<file path="src/rtl/logic_slice_sequencer_pkg.sv">
// Shared definitions for the sliced bitwise logic sequencer:
// operation encodings (same as the ALU decode) and FSM state type.
package logic_slice_sequencer_pkg;

  typedef logic [1:0] lop_t;

  localparam lop_t LOP_NOR = 2'b00;
  localparam lop_t LOP_AND = 2'b01;
  localparam lop_t LOP_OR  = 2'b10;
  localparam lop_t LOP_XOR = 2'b11;

  typedef enum logic [1:0] {
    ST_IDLE = 2'b00,
    ST_RUN  = 2'b01,
    ST_DONE = 2'b10
  } seq_state_e;

  // Width of a counter that indexes 0..n-1, never narrower than one bit.
  function automatic int idx_width(input int n);
    return (n > 1) ? $clog2(n) : 1;
  endfunction

endpackage

</file>
<file path="src/rtl/logic_slice_sequencer_slice.sv">
// One narrow combinational logic slice: NOR/AND/OR/XOR of two SLICE-bit
// operands, each function built from per-bit gates, then selected by op.
module logic_slice
  import logic_slice_sequencer_pkg::*;
#(
  parameter int SLICE = 8
) (
  output logic [SLICE-1:0] Out,
  input  logic [SLICE-1:0] A,
  input  logic [SLICE-1:0] B,
  input  logic [1:0]       op
);

  logic [SLICE-1:0] nor_o;
  logic [SLICE-1:0] and_o;
  logic [SLICE-1:0] or_o;
  logic [SLICE-1:0] xor_o;

  for (genvar i = 0; i < SLICE; i++) begin : g_bit
    nor u_nor (nor_o[i], A[i], B[i]);
    and u_and (and_o[i], A[i], B[i]);
    or  u_or  (or_o[i],  A[i], B[i]);
    xor u_xor (xor_o[i], A[i], B[i]);
  end

  // Select the requested function for this slice.
  always_comb begin
    Out = nor_o;
    case (op)
      LOP_NOR: Out = nor_o;
      LOP_AND: Out = and_o;
      LOP_OR:  Out = or_o;
      LOP_XOR: Out = xor_o;
      default: Out = nor_o;
    endcase
  end

endmodule

</file>
<file path="src/rtl/logic_slice_sequencer.sv">
// Multi-cycle 32-bit bitwise logic unit: one SLICE-wide slice evaluated per
// clock, LSB slice first, with start/ready/done handshake and flush abort.
//
//   state   | meaning
//   --------+-----------------------------------------------------------
//   IDLE    | waiting for start; Out holds the last result (or 0)
//   RUN     | one slice per edge, beat selects slice; Out is partial
//   DONE    | single cycle, done=1, Out valid; start here is accepted
module logic_slice_sequencer
  import logic_slice_sequencer_pkg::*;
#(
  parameter int WIDTH = 32,
  parameter int SLICE = 8
) (
  input  logic             clk,
  input  logic             rst_n,
  input  logic             start,
  input  logic [1:0]       op,
  input  logic [WIDTH-1:0] A,
  input  logic [WIDTH-1:0] B,
  input  logic             flush,
  output logic             ready,
  output logic             busy,
  output logic             done,
  output logic [WIDTH-1:0] Out
);

  localparam int BEATS = WIDTH / SLICE;
  localparam int BW    = idx_width(BEATS);
  localparam logic [BW-1:0] LAST_BEAT = BW'(BEATS - 1);

  seq_state_e       state;
  logic [BW-1:0]    beat;
  logic [WIDTH-1:0] a_q;
  logic [WIDTH-1:0] b_q;
  logic [1:0]       op_q;
  logic [SLICE-1:0] slice_res;

  logic_slice #(.SLICE(SLICE)) u_slice (
    .Out (slice_res),
    .A   (a_q[beat*SLICE +: SLICE]),
    .B   (b_q[beat*SLICE +: SLICE]),
    .op  (op_q)
  );

  // Sequencer FSM with registered handshake outputs, beat counter and result.
  always_ff @(posedge clk) begin
    if (!rst_n) begin
      state <= ST_IDLE;
      beat  <= '0;
      Out   <= '0;
      done  <= 1'b0;
      busy  <= 1'b0;
      ready <= 1'b1;
      a_q   <= '0;
      b_q   <= '0;
      op_q  <= LOP_NOR;
    end else if (flush) begin
      // Abort kills the operation outright; captured operands are don't-care.
      state <= ST_IDLE;
      beat  <= '0;
      Out   <= '0;
      done  <= 1'b0;
      busy  <= 1'b0;
      ready <= 1'b1;
    end else begin
      case (state)
        ST_IDLE, ST_DONE: begin
          done <= 1'b0;
          if (start) begin
            a_q   <= A;
            b_q   <= B;
            op_q  <= op;
            beat  <= '0;
            Out   <= '0;
            state <= ST_RUN;
            busy  <= 1'b1;
            ready <= 1'b0;
          end else begin
            state <= ST_IDLE;
            busy  <= 1'b0;
            ready <= 1'b1;
          end
        end
        ST_RUN: begin
          Out[beat*SLICE +: SLICE] <= slice_res;
          if (beat == LAST_BEAT) begin
            // Beat holds here; the next accept clears it, so it never overflows.
            state <= ST_DONE;
            done  <= 1'b1;
            busy  <= 1'b0;
            ready <= 1'b1;
          end else begin
            beat <= beat + 1'b1;
          end
        end
        default: begin
          state <= ST_IDLE;
          beat  <= '0;
          done  <= 1'b0;
          busy  <= 1'b0;
          ready <= 1'b1;
        end
      endcase
    end
  end

endmodule
</file>
<file path="config.mk">
export PLATFORM = sky130hd
export DESIGN_NAME = logic_slice_sequencer
export DESIGN_NICKNAME = d
export VERILOG_FILES = /design/src/rtl/logic_slice_sequencer_pkg.sv /design/src/rtl/logic_slice_sequencer_slice.sv /design/src/rtl/logic_slice_sequencer.sv
export SDC_FILE = /design/constraint.sdc
export NUM_CORES = 1
export LEC_CHECK = 0
export ABC_CLOCK_PERIOD_IN_PS = 5000
export BUFFER_PORTS_ARGS = -buffer_cell sky130_fd_sc_hd__buf_2
export CAP_MARGIN = 20
export CORE_UTILIZATION = 47
export CTS_CLUSTER_DIAMETER = 80
export DETAILED_ROUTE_END_ITERATION = 10
export GPL_ROUTABILITY_DRIVEN = 0
export PLACE_DENSITY = 0.7
export RECOVER_POWER = 25
export SLEW_MARGIN = 20
export SYNTH_ARGS = -nofsm -noshare
export SYNTH_HDL_FRONTEND = slang
export SYNTH_HIERARCHICAL = 1
export SYNTH_SLANG_ARGS = --single-unit
</file>
<file path="constraint.sdc">
create_clock -name clk -period 5 [get_ports clk]
set_input_delay 1 -clock clk [delete_from_list [all_inputs] [get_ports clk]]
set_output_delay 1 -clock clk [all_outputs]
set_load 0.05 [all_outputs]
</file>
==> flow_summary.ini, run 1 <==
[detailed_routing]
wl_per_cell_microns = 15.2
wl_microns = 10900
ant_nets = 0
drt-pass1-iter-count = 4
route.met3.wl_microns = 479
drc = 0
dr_total_vias = 3795
top_layer_used = met4
drtIter0Drc = 136
drt-met1-wl_microns = 5150
dr_wl_met2_microns = 5150
viasPerCell = 5.27

[yosys]
synthArstFlopShare_pct = 0
seq_area_frac_synth_pct = 42.6
ys_types = 35
ys.flop_type = dfxtp_1
synth_area_leaders = dfxtp_1 (43%), nand2_1 (10%), mux4_2 (7.4%), a21boi_1 (6.1%), ha_1 (5.4%)
yosys.area.top_type = dfxtp_1
synth_nets = 591
ys_warn_count = 6
avgSynthCellArea_sq_um = 9.77
netlist_area_sq_um = 4880
synth_top_cell_area_share_pct = 42.6
synth_edf_count = 0
synthCells = 500
ys_ff_latch = 104

[global_routing]
antenna_found_initial = 0
grt_pass1_wl_microns = 18400
grt_max_degree = 69
grtUsageTotal_pct = 21.0
grt_overflow = 0
grt_pass1_vias = 3718

[die]
design.core.area_sq_um = 9910
io_pins = 105
initial_core_util_pct = 49.3
die_area_sq_um = 10800
fp.dieH_microns = 104
die_x_microns = 104
row_count = 36

[critical_path]
start_kind = primary input
regToRegEndpoint = b_q[7]$_SDFFE_PN0P_
cp.arrival_ps = 3720
cp.buffers_inverters = 2
cp.required_ps = 5300
crit_chain = clkbuf_1 -> or3b_2 -> clkbuf_1 -> nand2_1 -> a21boi_0
reg2reg_depth = 4
cp_max_fo = 66
r2r-start = busy$_SDFFE_PP0P_
cp.depth = 5
endpoint_kind = register
crit_type = in2reg
critPathTopFamily = buffers and inverters
endpoint = b_q[7]$_SDFFE_PN0P_
slowest_delay_ps = 1930
critPathLaunch = start
cp_slowest_cell = clkbuf_1
cpMostUsedCell = clkbuf_1
r2r_setup_slack_ps = 1740

[outcome]
status = finished, violations left
violations = max-capacitance violations, max-slew violations

[final_layout]
insertedDiodeCount = 0
finalNetCount = 673
layout_commonest_cell = nand2_1
multi_input_area_sq_um = 2480
regArea_sq_um = 2080
syn_to_final_growth_pct = 13.3
num-fill-cells = 924
layout_common_cells = nand2_1 (135), dfxtp_1 (104), buf_2 (103), a21boi_0 (55), a32o_1 (24)
drive_gt1_share_pct = 25.6

[timing]
skew_ps = 8.82
rsz0062_at_grt = no
fmax_mhz = 292
finalSetupViolCount = 0
hold_ws_ps = 461
fin_crit_sh_pct = 68.5
tns_ps = 0
slew_viol_final = 67
period_needed_ps = 3430
max_slew_margin_pct = -82.6
tightest_slew_ps = 2740
hold_violations = 0

[clock_tree]
clk_path_buf_depth = 2
numClockSinks = 104
post_cts_buffers = 0
path_clk_slew_ps = 100
cts.repair.resized = 0
cts_buffers = 9
htreeDepth = 3
clk_latency_ps = 360
cts_tree = done
clock-root-buffer = clkbuf_8
hold_buffers = 0

[pwr]
power.density_nw_per_um2 = 281
p_leak_nw = 2.14
ir_drop_v = 0.000175

[worst_hold_path]
hp-class = reg2reg

[placement]
portBuffers = 104
post-dp-hpwl_microns = 7940

[flow_run]
drv_cap = 1
-- flip-flops by register name, indices dropped and copies added, names as in the netlist --
register	cells
Out	32
a_q	32
b_q	32
beat	2
op_q	2
busy	1
done	1
ready	1
state	1
-- metrics by stage --
step,total power (W),cell area [sq um],cells,worst slack [ps],util [%]
after CTS,0.00157,5540,720,2130,55.9
after global routing,0.00163,5540,720,1180,55.9
final,0.00156,5540,720,1570,55.9
after global placement,0.00107,5350,704,2090,54.0
after detailed placement,0.00108,5350,704,2040,54.0
after floorplan,0.00102,4880,500,2840,-
-- report_power, final --
part	total [W]	internal (W)	switching, W
Combinational	0.000181	0.0000767	0.000104
Clock	0.000500	0.000211	0.000288
Sequential	0.000876	0.000855	0.0000211
Total	0.00156	0.00114	0.000413
-- cell usage after synthesis (3+ instances only) --
cell type,instances
a211oi_4,3
a21boi_0,26
a21boi_1,40
a21oi_1,11
a32o_1,24
buf_2,7
buf_4,3
buf_6,11
clkbuf_1,13
dfxtp_1,104
ha_1,21
inv_1,18
mux2i_1,16
mux4_2,16
nand2_1,135
nand3_1,16
nor2_1,4
o21ai_0,4
xnor2_1,8
-- worst min path at each step --
stage	slack, ps	startpoint	to	cells past startpoint
2_1_floorplan	430	a_q[16]$_SDFFE_PN0P_	a_q[16]$_SDFFE_PN0P_	2
3_3_place_gp	440	a_q[0]$_SDFFE_PN0P_	a_q[0]$_SDFFE_PN0P_	2
3_5_place_dp	450	a_q[4]$_SDFFE_PN0P_	a_q[4]$_SDFFE_PN0P_	2
4_1_cts	460	a_q[4]$_SDFFE_PN0P_	a_q[4]$_SDFFE_PN0P_	2
5_1_grt	490	a_q[31]$_SDFFE_PN0P_	a_q[31]$_SDFFE_PN0P_	2
6_report	460	b_q[18]$_SDFFE_PN0P_	b_q[18]$_SDFFE_PN0P_	2
-- area by class of cell --
class | instances | area share [%]
Clock buffer | 11 | 2.73
Clock inverter | 5 | 0.701
Inverter | 18 | 1.22
Multi-Input combinational cell | 340 | 44.7
Sequential cell | 104 | 37.6
Tap cell | 133 | 3.01
Timing Repair Buffer | 109 | 9.99
-- tightest hold or removal path: cells and delay by family (launching register included) --
kind / cells / cell delay [ps]
compound gates: 1 / 50
simple gates: 1 / 50
flops: 1 / 320
-- cell families after synthesis --
family                     count (synthesis)  share of synthesized area (%)
and+or+nand+nor                          171                           15.3
AOI/OAI and AO/OA                        108                           17.8
adders and majority gates                 21                           5.38
buffers and inverters                     56                           6.79
xor gates and xnor gates                   8                           1.43
DFF                                      104                           42.6
muxes                                     32                           10.7
-- metal layers --
metal / vias to the layer above / track usage, %
met5: - / 0
met4: 0 / 6.43
met3: 15 / 3.45
met2: 110 / 34.3
met1: 1785 / 28.5
li1: 1885 / -
Note: power is estimated with default switching activity, not from simulation.
==> inputs of run 2 (changes only) <==
ABC_CLOCK_PERIOD_IN_PS = 3110   (was 5000)
PLACE_DENSITY = 0.73   (was 0.7)
clock period = 3.11 ns   (was 5 ns; I/O delays follow)
==> run 2 against run 1 <==
Net effect: the run now ends clean; sequential share of layout area increased by 0.085 points; clock skew is 0.72 ps lower; non-clock buffer count up 2; clock-buffer cell count down 2; final cell count grew 0.28%; critical endpoint is now Out[25]$_SDFFE_PP0P_; total power increased by 62%; via count grew 1.9%; flip-flop and latch count stayed put; combinational power increased by 61%; largest power group unchanged; hold slack got worse by 1.1 ps; first-iteration DRC count grew 32%; critical path depth grew 3; largest cell class unchanged.
==> flow_summary.ini, run 2 (same netlist as run 1, synthesis figures left out) <==
[outcome]
status = complete, no violations

[timing]
fmax_mhz = 402
finalSetupViolCount = 0
period_needed_ps = 2490
hold_violations = 0
tightest_slew_ps = 923
tns_ps = 0
rsz0062_at_grt = no
fin_crit_sh_pct = 80.0
skew_ps = 8.10
slew_viol_final = 0
max_slew_margin_pct = 38.4

[clock_tree]
cts_tree = done
clk_path_buf_depth = 2
clk_latency_ps = 370
numClockSinks = 104
post_cts_buffers = 0
path_clk_slew_ps = 110
hold_buffers = 0
cts.repair.resized = 0
clock-root-buffer = clkbuf_8
htreeDepth = 3
cts_buffers = 9

[die]
design.core.area_sq_um = 9910
fp.dieH_microns = 104
initial_core_util_pct = 49.3
row_count = 36
io_pins = 105
die_area_sq_um = 10800
die_x_microns = 104

[final_layout]
regArea_sq_um = 2080
drive_gt1_share_pct = 20.7
largest_registers = Out (32), a_q (32), b_q (32)
layout_common_cells = nand2_1 (135), dfxtp_1 (104), buf_2 (72), a21boi_1 (40), clkbuf_1 (32)
finalNetCount = 675
num-fill-cells = 972
layout_commonest_cell = nand2_1
syn_to_final_growth_pct = 13.1
insertedDiodeCount = 0
multi_input_area_sq_um = 2480

[detailed_routing]
drt-pass1-iter-count = 4
wl_microns = 11100
viasPerCell = 5.36
ant_nets = 0
drtIter0Drc = 179
drc = 0
dr_total_vias = 3869
wl_per_cell_microns = 15.4

[critical_path]
r2r-start = beat[0]$_SDFFE_PP0P_
cp.required_ps = 3410
cp_max_fo = 16
endpoint_kind = register
crit_type = reg2reg
critPathLaunch = beat[0]$_SDFFE_PP0P_
regToRegEndpoint = Out[25]$_SDFFE_PP0P_
reg2reg_depth = 8
r2r_setup_slack_ps = 620
cp.arrival_ps = 2780
start_kind = register

[global_routing]
grt_overflow = 0
grt_pass1_vias = 3812
antenna_found_initial = 0
grt_pass1_wl_microns = 18500
grtUsageTotal_pct = 21.4
grt_max_degree = 68

[pwr]
power_w = 0.00252
p_leak_nw = 2.04
power.density_nw_per_um2 = 456
ir_drop_v = 0.000275

[worst_hold_path]
whs_path_depth = 2
min_to = a_q[5]$_SDFFE_PN0P_
hp-start = a_q[5]$_SDFFE_PN0P_
hp-class = reg2reg

[placement]
post-dp-hpwl_microns = 8160
portBuffers = 104

[flow_run]
drv_cap = 0
## run 2: cell types whose count changed in the layout (fill, tap and decap cells not counted), moves of 29 or more
| cell | before | now |
|---|---|---|
| a21boi_0 | 55 | 26 |
| a21boi_1 | 11 | 40 |
| buf_2 | 103 | 72 |
| clkbuf_1 | 2 | 32 |
## run 2: worst max-delay path by stage
stage                            to  depth (start not counted)  slack [ps]
6_report       Out[25]$_SDFFE_PP0P_                          8         620
5_1_grt        Out[27]$_SDFFE_PP0P_                          8         450
4_1_cts        Out[27]$_SDFFE_PP0P_                          8         610
3_5_place_dp   Out[25]$_SDFFE_PP0P_                          8         630
3_3_place_gp   Out[25]$_SDFFE_PP0P_                          8         690
2_1_floorplan  Out[16]$_SDFFE_PP0P_                          8         950
## run 2: worst max-delay path, cell delays in order (launching register included)
cell and delay (ps):
dfxtp_1 520, buf_12 220, mux4_2 550, inv_1 80, ha_1 140, mux2i_1 70, mux2i_1 470, nand3_1 170
a21oi_1 170
## run 2: cell type report
type / count / area share [%]
multi-input combinational: 340 / 44.8
sequential: 104 / 37.7
timing repair buffer: 111 / 9.88
tap: 133 / 3.01
clock buffer: 9 / 2.24
inverter: 18 / 1.22
clock inverter: 7 / 1.11
## run 2: report_power, final
group          leakage (nW)  internal (W)  total, W  switching (W)
combinational          1.10      0.000126  0.000291       0.000165
sequential            0.845       0.00137   0.00141      0.0000356
clock                0.0945      0.000310  0.000815       0.000505
total                  2.04       0.00181   0.00252       0.000706
## run 2: metal layers
layer	track usage, %	vias up	share of wire (%)
met2	35.4	116	46
met3	4.07	14	4.6
li1	-	1885	-
met5	0	-	0
met4	6.12	0	1.6
met1	28.4	1854	47
## run 2: metrics by stage
stage                     cell area [sq um]  hold WS (ps)  setup WS [ps]  std cells  util (%)
final                                  5520           460            623        722      55.7
after global routing                   5520           464            451        722      55.7
after CTS                              5560           460            607        722      56.1
after detailed placement               5380           446            629        706      54.3
after global placement                 5380           439            691        706      54.3
after floorplan                        4880           432            945        500         -
